$ cat src/rtl/program_loader.sv
// -----------------------------------------------------------------------------
// program_loader
//
// Boot-time loader sitting in front of the CPU's program RAM. A byte stream
// arrives over a valid/ready handshake in the form
//   count byte C (0 means 2^ADDR_W words), 2N data bytes high byte first,
//   XOR checksum of the data bytes.
// Each pair of data bytes is written as one word to consecutive RAM addresses
// starting at 0. The CPU core is held in reset until a load finishes with a
// matching checksum.
//
// Ports:
//   clk, rst             clock, asynchronous active-high reset
//   start                one-cycle pulse; begins a load from IDLE/DONE/ERROR
//   in_valid, in_data    input byte stream
//   in_ready             loader accepts a byte this cycle
//   mem_we               one-cycle RAM write strobe per assembled word
//   mem_addr, mem_wdata  RAM write address / data (held between writes)
//   cpu_rst              CPU core reset, low only in DONE
//   done                 load complete with matching checksum
//   error                load failed
//   err_code             01 = checksum mismatch, 10 = timeout, 00 = none
// -----------------------------------------------------------------------------
module program_loader #(
    parameter int DATA_W  = 16,
    parameter int ADDR_W  = 8,
    parameter int TIMEOUT = 1024
) (
    input  logic              clk,
    input  logic              rst,
    input  logic              start,
    input  logic              in_valid,
    input  logic [7:0]        in_data,
    output logic              in_ready,
    output logic              mem_we,
    output logic [ADDR_W-1:0] mem_addr,
    output logic [DATA_W-1:0] mem_wdata,
    output logic              cpu_rst,
    output logic              done,
    output logic              error,
    output logic [1:0]        err_code
);

    localparam int              TW        = (TIMEOUT > 0) ? $clog2(TIMEOUT + 1) : 1;
    localparam logic [TW-1:0]   TIMEOUT_V = TW'(TIMEOUT);
    localparam logic [ADDR_W:0] N_MAX     = {1'b1, {ADDR_W{1'b0}}};
    localparam logic [ADDR_W:0] ONE_W     = {{ADDR_W{1'b0}}, 1'b1};
    localparam logic [1:0]      ERR_NONE  = 2'b00;
    localparam logic [1:0]      ERR_CHK   = 2'b01;
    localparam logic [1:0]      ERR_TMO   = 2'b10;

    typedef enum logic [2:0] {
        S_IDLE,
        S_COUNT,
        S_HI,
        S_LO,
        S_WRITE,
        S_CHECK,
        S_DONE,
        S_ERROR
    } state_t;

    state_t state;
    state_t state_nx;

    logic [ADDR_W:0]   n_words;   // one bit wider so 2^ADDR_W fits
    logic [ADDR_W-1:0] index;
    logic [7:0]        chk;
    logic [7:0]        hi_byte;
    logic [TW-1:0]     timer;

    logic waiting;
    logic accept;
    logic timed_out;
    logic last_word;
    logic start_ok;

    // Idle-cycle counter step: stops at the limit so it cannot wrap while the
    // FSM is leaving for ERROR; never moves when the timeout is disabled.
    function automatic logic [TW-1:0] timer_step(input logic [TW-1:0] t);
        if (TIMEOUT == 0 || t == TIMEOUT_V)
            return t;
        return t + TW'(1);
    endfunction

    assign waiting   = (state == S_COUNT) || (state == S_HI) ||
                       (state == S_LO)    || (state == S_CHECK);
    assign accept    = in_valid && waiting;
    // A byte accepted on the limit cycle takes priority over the timeout.
    assign timed_out = (TIMEOUT != 0) && waiting && !accept && (timer == TIMEOUT_V);
    assign last_word = ({1'b0, index} == (n_words - ONE_W));
    assign start_ok  = start && ((state == S_IDLE) || (state == S_DONE) ||
                                 (state == S_ERROR));

    always_ff @(posedge clk or posedge rst) begin
        if (rst)
            state <= S_IDLE;
        else
            state <= state_nx;
    end

    always_comb begin
        state_nx = state;
        in_ready = waiting;
        mem_we   = 1'b0;
        cpu_rst  = 1'b1;
        done     = 1'b0;
        error    = 1'b0;
        case (state)
            S_IDLE: begin
                if (start) state_nx = S_COUNT;
            end
            S_COUNT: begin
                if (accept) state_nx = S_HI;
            end
            S_HI: begin
                if (accept) state_nx = S_LO;
            end
            S_LO: begin
                if (accept) state_nx = S_WRITE;
            end
            S_WRITE: begin
                mem_we   = 1'b1;
                state_nx = last_word ? S_CHECK : S_HI;
            end
            S_CHECK: begin
                if (accept) state_nx = (in_data == chk) ? S_DONE : S_ERROR;
            end
            S_DONE: begin
                done    = 1'b1;
                cpu_rst = 1'b0;
                if (start) state_nx = S_COUNT;
            end
            S_ERROR: begin
                error = 1'b1;
                if (start) state_nx = S_COUNT;
            end
            default: state_nx = S_IDLE;
        endcase
        if (timed_out) state_nx = S_ERROR;
    end

    always_ff @(posedge clk or posedge rst) begin
        if (rst) begin
            n_words   <= '0;
            index     <= '0;
            chk       <= '0;
            hi_byte   <= '0;
            timer     <= '0;
            mem_addr  <= '0;
            mem_wdata <= '0;
            err_code  <= ERR_NONE;
        end else begin
            if (start_ok) begin
                index    <= '0;
                chk      <= '0;
                timer    <= '0;
                err_code <= ERR_NONE;
            end

            if (waiting)
                timer <= accept ? '0 : timer_step(timer);

            if (timed_out)
                err_code <= ERR_TMO;

            case (state)
                S_COUNT: begin
                    if (accept)
                        n_words <= (in_data == 8'd0) ? N_MAX : (ADDR_W+1)'(in_data);
                end
                S_HI: begin
                    if (accept) begin
                        hi_byte <= in_data;
                        chk     <= chk ^ in_data;
                    end
                end
                S_LO: begin
                    // Address and data change together only when a word is
                    // complete, so they stay stable outside the write cycle.
                    if (accept) begin
                        mem_wdata <= DATA_W'({hi_byte, in_data});
                        mem_addr  <= index;
                        chk       <= chk ^ in_data;
                    end
                end
                S_WRITE: begin
                    index <= index + 1'b1;
                end
                S_CHECK: begin
                    if (accept && (in_data != chk))
                        err_code <= ERR_CHK;
                end
                default: ;
            endcase
        end
    end

endmodule

$ cat config.mk
export PLATFORM = sky130hd
export DESIGN_NAME = program_loader
export DESIGN_NICKNAME = d
export VERILOG_FILES = /design/src/rtl/program_loader.sv
export SDC_FILE = /design/constraint.sdc
export NUM_CORES = 1
export LEC_CHECK = 0
export CORE_MARGIN = 8
export CORE_UTILIZATION = 56
export DETAILED_ROUTE_END_ITERATION = 10
export GPL_ROUTABILITY_DRIVEN = 0
export HOLD_SLACK_MARGIN = 0.03
export PLACE_DENSITY = 0.84
export SLEW_MARGIN = 20
export SYNTH_ARGS = -nofsm -noshare
export SYNTH_HDL_FRONTEND = slang
export SYNTH_SLANG_ARGS = --single-unit
export TNS_END_PERCENT = 100
$ cat constraint.sdc
create_clock -name clk -period 2.9 [get_ports clk]
set_input_delay 0.58 -clock clk [delete_from_list [all_inputs] [get_ports clk]]
set_output_delay 0.58 -clock clk [all_outputs]
set_load 0.03 [all_outputs]
==> impl_metrics.ini, run 1 <==
[sta]
timing.final.crit_share = 0.9445
timing.final.ws_setup_ps = 161.1
fin_worst_skew_ps = 5.954
final-hold-violation-count = 0
fin_setup_tns_ps = 0
rsz0062_at_grt = no
hold_ws_ps = 505.9
post-route-min-period_ps = 2739
slew_viol_final = 0
max_slew_margin = 0.5588
setup_viol = 0
max_slew.worst_pin.slew_ps = 659.5
fmax_mhz = 365.1

[die]
ios = 43
design.die.area_um2 = 9363
initial_core_util = 0.5785
num_rows = 29
die_x_um = 96.76
core_um2 = 6314
die_h_um = 96.76

[clocking]
clock_latency_ps = 350
ctsResizeCount = 0
cts_inserted_buffers = 9
cts-root-buf = clkbuf_8
numClockSinks = 73
cts_tree = yes
path_clk_slew_ps = 70
cts_hold_buffers = 0
post-cts-setup-buffer-count = 0
cts-htree-levels = 3
clockBufferDepth = 2

[yosys]
yosysTopAreaCell = dfrtp_1
synth_top_area_share = 0.5002
synth_edf_count = 0
avgSynthCellArea_um2 = 10.53
syn-num-nets = 363
syn_inst = 347
netlist_area_um2 = 3652
ys_types = 54
synth_common_cells = dfrtp_1, mux2_2, o21ai_0
synth_async_sr_flop_share = 1.000
synth.most_common_cell = dfrtp_1
ys_ff_latch = 73
ys_top_cells_by_area = dfrtp_1, mux2_2, o21ai_0, nand2_1, xnor2_1
yosysWarnings = 0
yosysSeqAreaShare = 0.5002
synth_ff_type = dfrtp_1

[worst_setup_path]
cp_max_fo = 7
setup.worst_path.start_class = flip-flop
critPathCaptureType = output port
critPathTopFamily = buffers and inverters
path_common_cell = inv_1
critPathBufInv = 3
worst_ep_arrival_time_ps = 2160
crit_type = reg -> out
crit_chain = inv_1 > nand3_1 > inv_1 > clkdlybuf4s50_1
max_stage_delay_ps = 720
critPathRequiredTime_ps = 2320
critical-path-slowest-cell = clkdlybuf4s50_1

[place]
dp_hpwl_um = 5407
port-buffer-count = 42
placed_cells = 460
place_ws_ps = 372.0

[route]
drt.antenna.violating_nets = 0
drc = 0
drt_iter0_drc = 153
num_vias = 2780
vias_per_cell = 5.840
wl_per_cell_um = 16.52
routed_wirelength_um = 7863
dr.pass1.iters = 4

[grt]
grt_pass1_vias = 2754
grt_usage = 0.1712
grt_pass1_wl_um = 13370
grt_overflow = 0
grt_max_degree = 74
antenna_found_initial = 0

[layout]
syn2layout_area_growth_pct = 19.15
final_net_count = 410
n_antenna_cell = 0
fin_util = 0.6893
drive_above_1_share = 0.1930
fin_cells = 476

[pwr]
p_leak_nw = 1.856
p_per_area_nw_per_um2 = 1059
irDropWorstVdd_mv = 0.7102

[status]
outcome = finished clean

[min_path]
hold_class = reg -> reg

[job]
drv_cap = 0
[worst reg2reg max path, cell delays in order (launching register included)]
cell and delay [ps]:
dfrtp_1 420, inv_1 70, ha_1 130, or4b_1 460, nand4bb_1 270, o22ai_2 400, nor4_1 140, xnor2_1 160
nor2_1 60
[power by group]
| group | leakage (nW) | internal (mW) | switching, mW |
|---|---|---|---|
| Clock | 0.0984 | 0.379 | 0.382 |
| Sequential | 0.934 | 1.39 | 0.352 |
| Combinational | 0.823 | 0.966 | 1.14 |
[logic make-up (layout without fill, tap and decap cells)]
group	after synthesis	in the layout	share of synthesized area
muxes	42	42	0.1295
adders and majority gates	4	4	0.01370
and+or+nand+nor	115	115	0.1610
AOI/OAI and AO/OA	67	67	0.1148
buffers and inverters	25	77	0.03049
DFF	73	73	0.5002
xor gates and xnor gates	21	21	0.05036
[metal layers]
metal | GRT usage | part of all wire | wire length [um] | vias to the layer above
li1 | - | - | - | 1321
met1 | 0.2080 | 0.43 | 3368 | 1379
met2 | 0.2776 | 0.50 | 3934 | 67
met3 | 0.04694 | 0.053 | 420 | 13
met4 | 0.07456 | 0.018 | 139 | 0
met5 | 0 | 0 | 0 | -
[cell type report]
class	instances	area, um2
tap	77	96.34
clock buffer	12	165.2
multi-input combinational	249	1714
fill	476	1962
inverter	14	52.55
sequential	73	1827
timing repair buffer	47	470.5
clock inverter	4	26.28
[per-stage QoR]
stage	total power, mW	cell area (um2)
2_1_floorplan	3.221	3652
5_1_grt	4.898	4352
3_5_place_dp	3.864	4160
3_3_place_gp	3.782	4160
6_report	4.610	4352
4_1_cts	4.636	4352
[final timing paths]
kind	slack (ps)	cells after the start	to	start
min in group asynchronous	590	3	mem_wdata[10]	rst
max reg2reg	670	8	timer[7]	timer[0]
min reg2reg	510	2	err_code[0]	err_code[0]
max in group asynchronous	1960	3	hi_byte[3]	rst
max	160	4	mem_we	state[0]
min	510	2	err_code[0]	err_code[0]
[layout by cell type (no fill, tap or decap), types with 3 or more instances in the layout]
cell,n
ha_1,4
mux2i_1,3
mux2_2,38
a21oi_1,5
xor2_1,10
nand3_1,16
a31oi_1,4
nand2_1,33
nor4_1,6
clkdlybuf4s50_1,42
nor2_1,23
or2_2,4
xnor2_1,11
nor3_1,9
clkbuf_8,12
nand4_1,3
buf_4,4
dfrtp_1,73
inv_1,13
o21ai_0,35
[state kept, by name (all words and copies together), names as in the netlist]
signal,cells
chk,8
n_words,9
err_code,2
mem_wdata,16
index,8
timer,11
hi_byte,8
mem_addr,8
state,3
(Power assumes the default switching activity.)
==> inputs of run 2 (changes only) <==
CAP_MARGIN = 40   (was unset)
GPL_ROUTABILITY_DRIVEN = unset   (was 0)
==> results of run 2 <==
The final DEF is identical to that of run 1; final timing and power are the same.
==> inputs of run 3 (changes only) <==
GPL_TIMING_DRIVEN = 0   (was unset)
==> impl_metrics.ini, run 3 (synthesis results as in run 1) <==
[route]
wl_per_cell_um = 16.39
drt.antenna.violating_nets = 0
dr.pass1.iters = 4
drc = 0
num_vias = 2816
vias_per_cell = 5.842
drt_iter0_drc = 163
routed_wirelength_um = 7902

[sta]
timing.final.crit_share = 0.9149
slew_viol_final = 0
max_slew_margin = 0.5400
final-hold-violation-count = 0
max_slew.worst_pin.slew_ps = 686.3
rsz0062_at_grt = no
fin_worst_skew_ps = 4.812
setup_viol = 0
fmax_mhz = 376.9
post-route-min-period_ps = 2653

[worst_setup_path]
critPathBufInv = 4
worst_ep_arrival_time_ps = 2070
setup.worst_path.start_class = flip-flop
crit_chain = buf_2 > inv_1 > nand3_1 > inv_1 > dlygate4sd2_1
crit_start = state[0]
crit_type = reg -> out
path_common_cell = inv_1
critPathRequiredTime_ps = 2320
ff2ff_setup_slack_ps = 730
cp_max_fo = 9
max_stage_delay_ps = 430
critPathTopFamily = buffers and inverters
reg2reg_from = state[2]
critical-path-slowest-cell = dlygate4sd2_1
critPathCaptureType = output port

[pwr]
irDropWorstVdd_mv = 0.8138
p_per_area_nw_per_um2 = 1063
p_leak_nw = 1.873
total_power_mw = 4.642

[layout]
fin_cells = 482
n_antenna_cell = 0
largest_register_ffs = 16
drive_above_1_share = 0.1926
final_net_count = 417
regMostFlops = mem_wdata
syn2layout_area_growth_pct = 19.56
layout_common_cells = dfrtp_1, clkdlybuf4s50_1, mux2_2, o21ai_0, nand2_1
top_regs = mem_wdata (16), timer (11), n_words (9)
layout.cells.most_common = dfrtp_1

[grt]
grt_max_degree = 42
antenna_found_initial = 0
grt_usage = 0.1704
grt_pass1_vias = 2774
grt_pass1_wl_um = 13550
grt_overflow = 0

[min_path]
hold_start = mem_wdata[12]
hold_class = reg -> reg

[clocking]
cts_tree = yes
cts-htree-levels = 3
numClockSinks = 73
cts_inserted_buffers = 9
path_clk_slew_ps = 70
clockBufferDepth = 2
cts-root-buf = clkbuf_8
clock_latency_ps = 340
cts_hold_buffers = 0

[die]
die_h_um = 96.76
die_x_um = 96.76
num_rows = 29
ios = 43
core_um2 = 6314
design.die.area_um2 = 9363
initial_core_util = 0.5785

[job]
drv_cap = 0

[place]
gp_congestion = 0.8766
dp_hpwl_um = 5628
port-buffer-count = 42
placed_cells = 467

[status]
outcome = finished clean
==> run 3: cell types whose count changed in the layout (fill, tap and decap cells not counted), sizes merged <==
cell / delta
buf: +4
clkbuf: +2
bufinv: +1
clkdlybuf4s50: -1
clkinvlp: -1
dlygate4sd2: +1
==> run 3: what timing repair did <==
item,in CTS,in global routing
buffers inserted,0,0
setup endpoints to repair,1,0
gates resized for setup,1,0
==> run 3: path summary, 6_finish.rpt <==
check,end,depth (start not counted)
setup / recovery,mem_we,5
hold / removal,mem_wdata[12],1
setup reg to reg,mem_wdata[1],5
hold reg to reg,mem_wdata[12],1
max in group asynchronous,timer[6],3
min in group asynchronous,mem_wdata[12],2
==> run 3: layout make-up <==
cell class / count / area (um2)
fill: 496 / 1947
sequential: 73 / 1827
multi-input combinational: 249 / 1714
timing repair buffer: 43 / 439.2
clock buffer: 11 / 131.4
tap: 77 / 96.34
buffer: 11 / 58.81
inverter: 14 / 55.05
clock inverter: 4 / 45.04
==> run 3: metrics by stage <==
stage	setup TNS (ps)	setup slack [ps]	utilization	hold WS [ps]	cell area, um2
global placement	-50610	-696.9	0.6603	483.3	4169
global route	0	85.76	0.6916	521.3	4367
finish	0	246.8	0.6916	504.9	4367
detailed placement	0	55.51	0.6639	487.9	4192
CTS	0	248.7	0.6916	505.8	4367
floorplan	0	466.7	-	469.7	3652
==> run 3: power breakdown <==
part	leakage, nW	total [mW]	switching, mW	internal [mW]
Combinational	0.846	2.20	1.20	0.998
Sequential	0.934	1.69	0.298	1.39
Clock	0.0929	0.751	0.362	0.389
Total	1.87	4.64	1.86	2.78
==> run 3: layer usage <==
layer,GRT usage,part of all wire,vias to the layer above
li1,-,-,1332
met1,0.2232,0.44,1404
met2,0.2740,0.50,70
met3,0.03414,0.049,10
met4,0.05680,0.0084,0
met5,0,0,-
==> run 3: worst reg2reg max path: cells and delay by family, from the launching register on <==
kind	cells	cell delay, ps
buffers and inverters	2	470
flip-flops	1	400
AND/OR/NAND/NOR	2	880
multiplexers	1	300
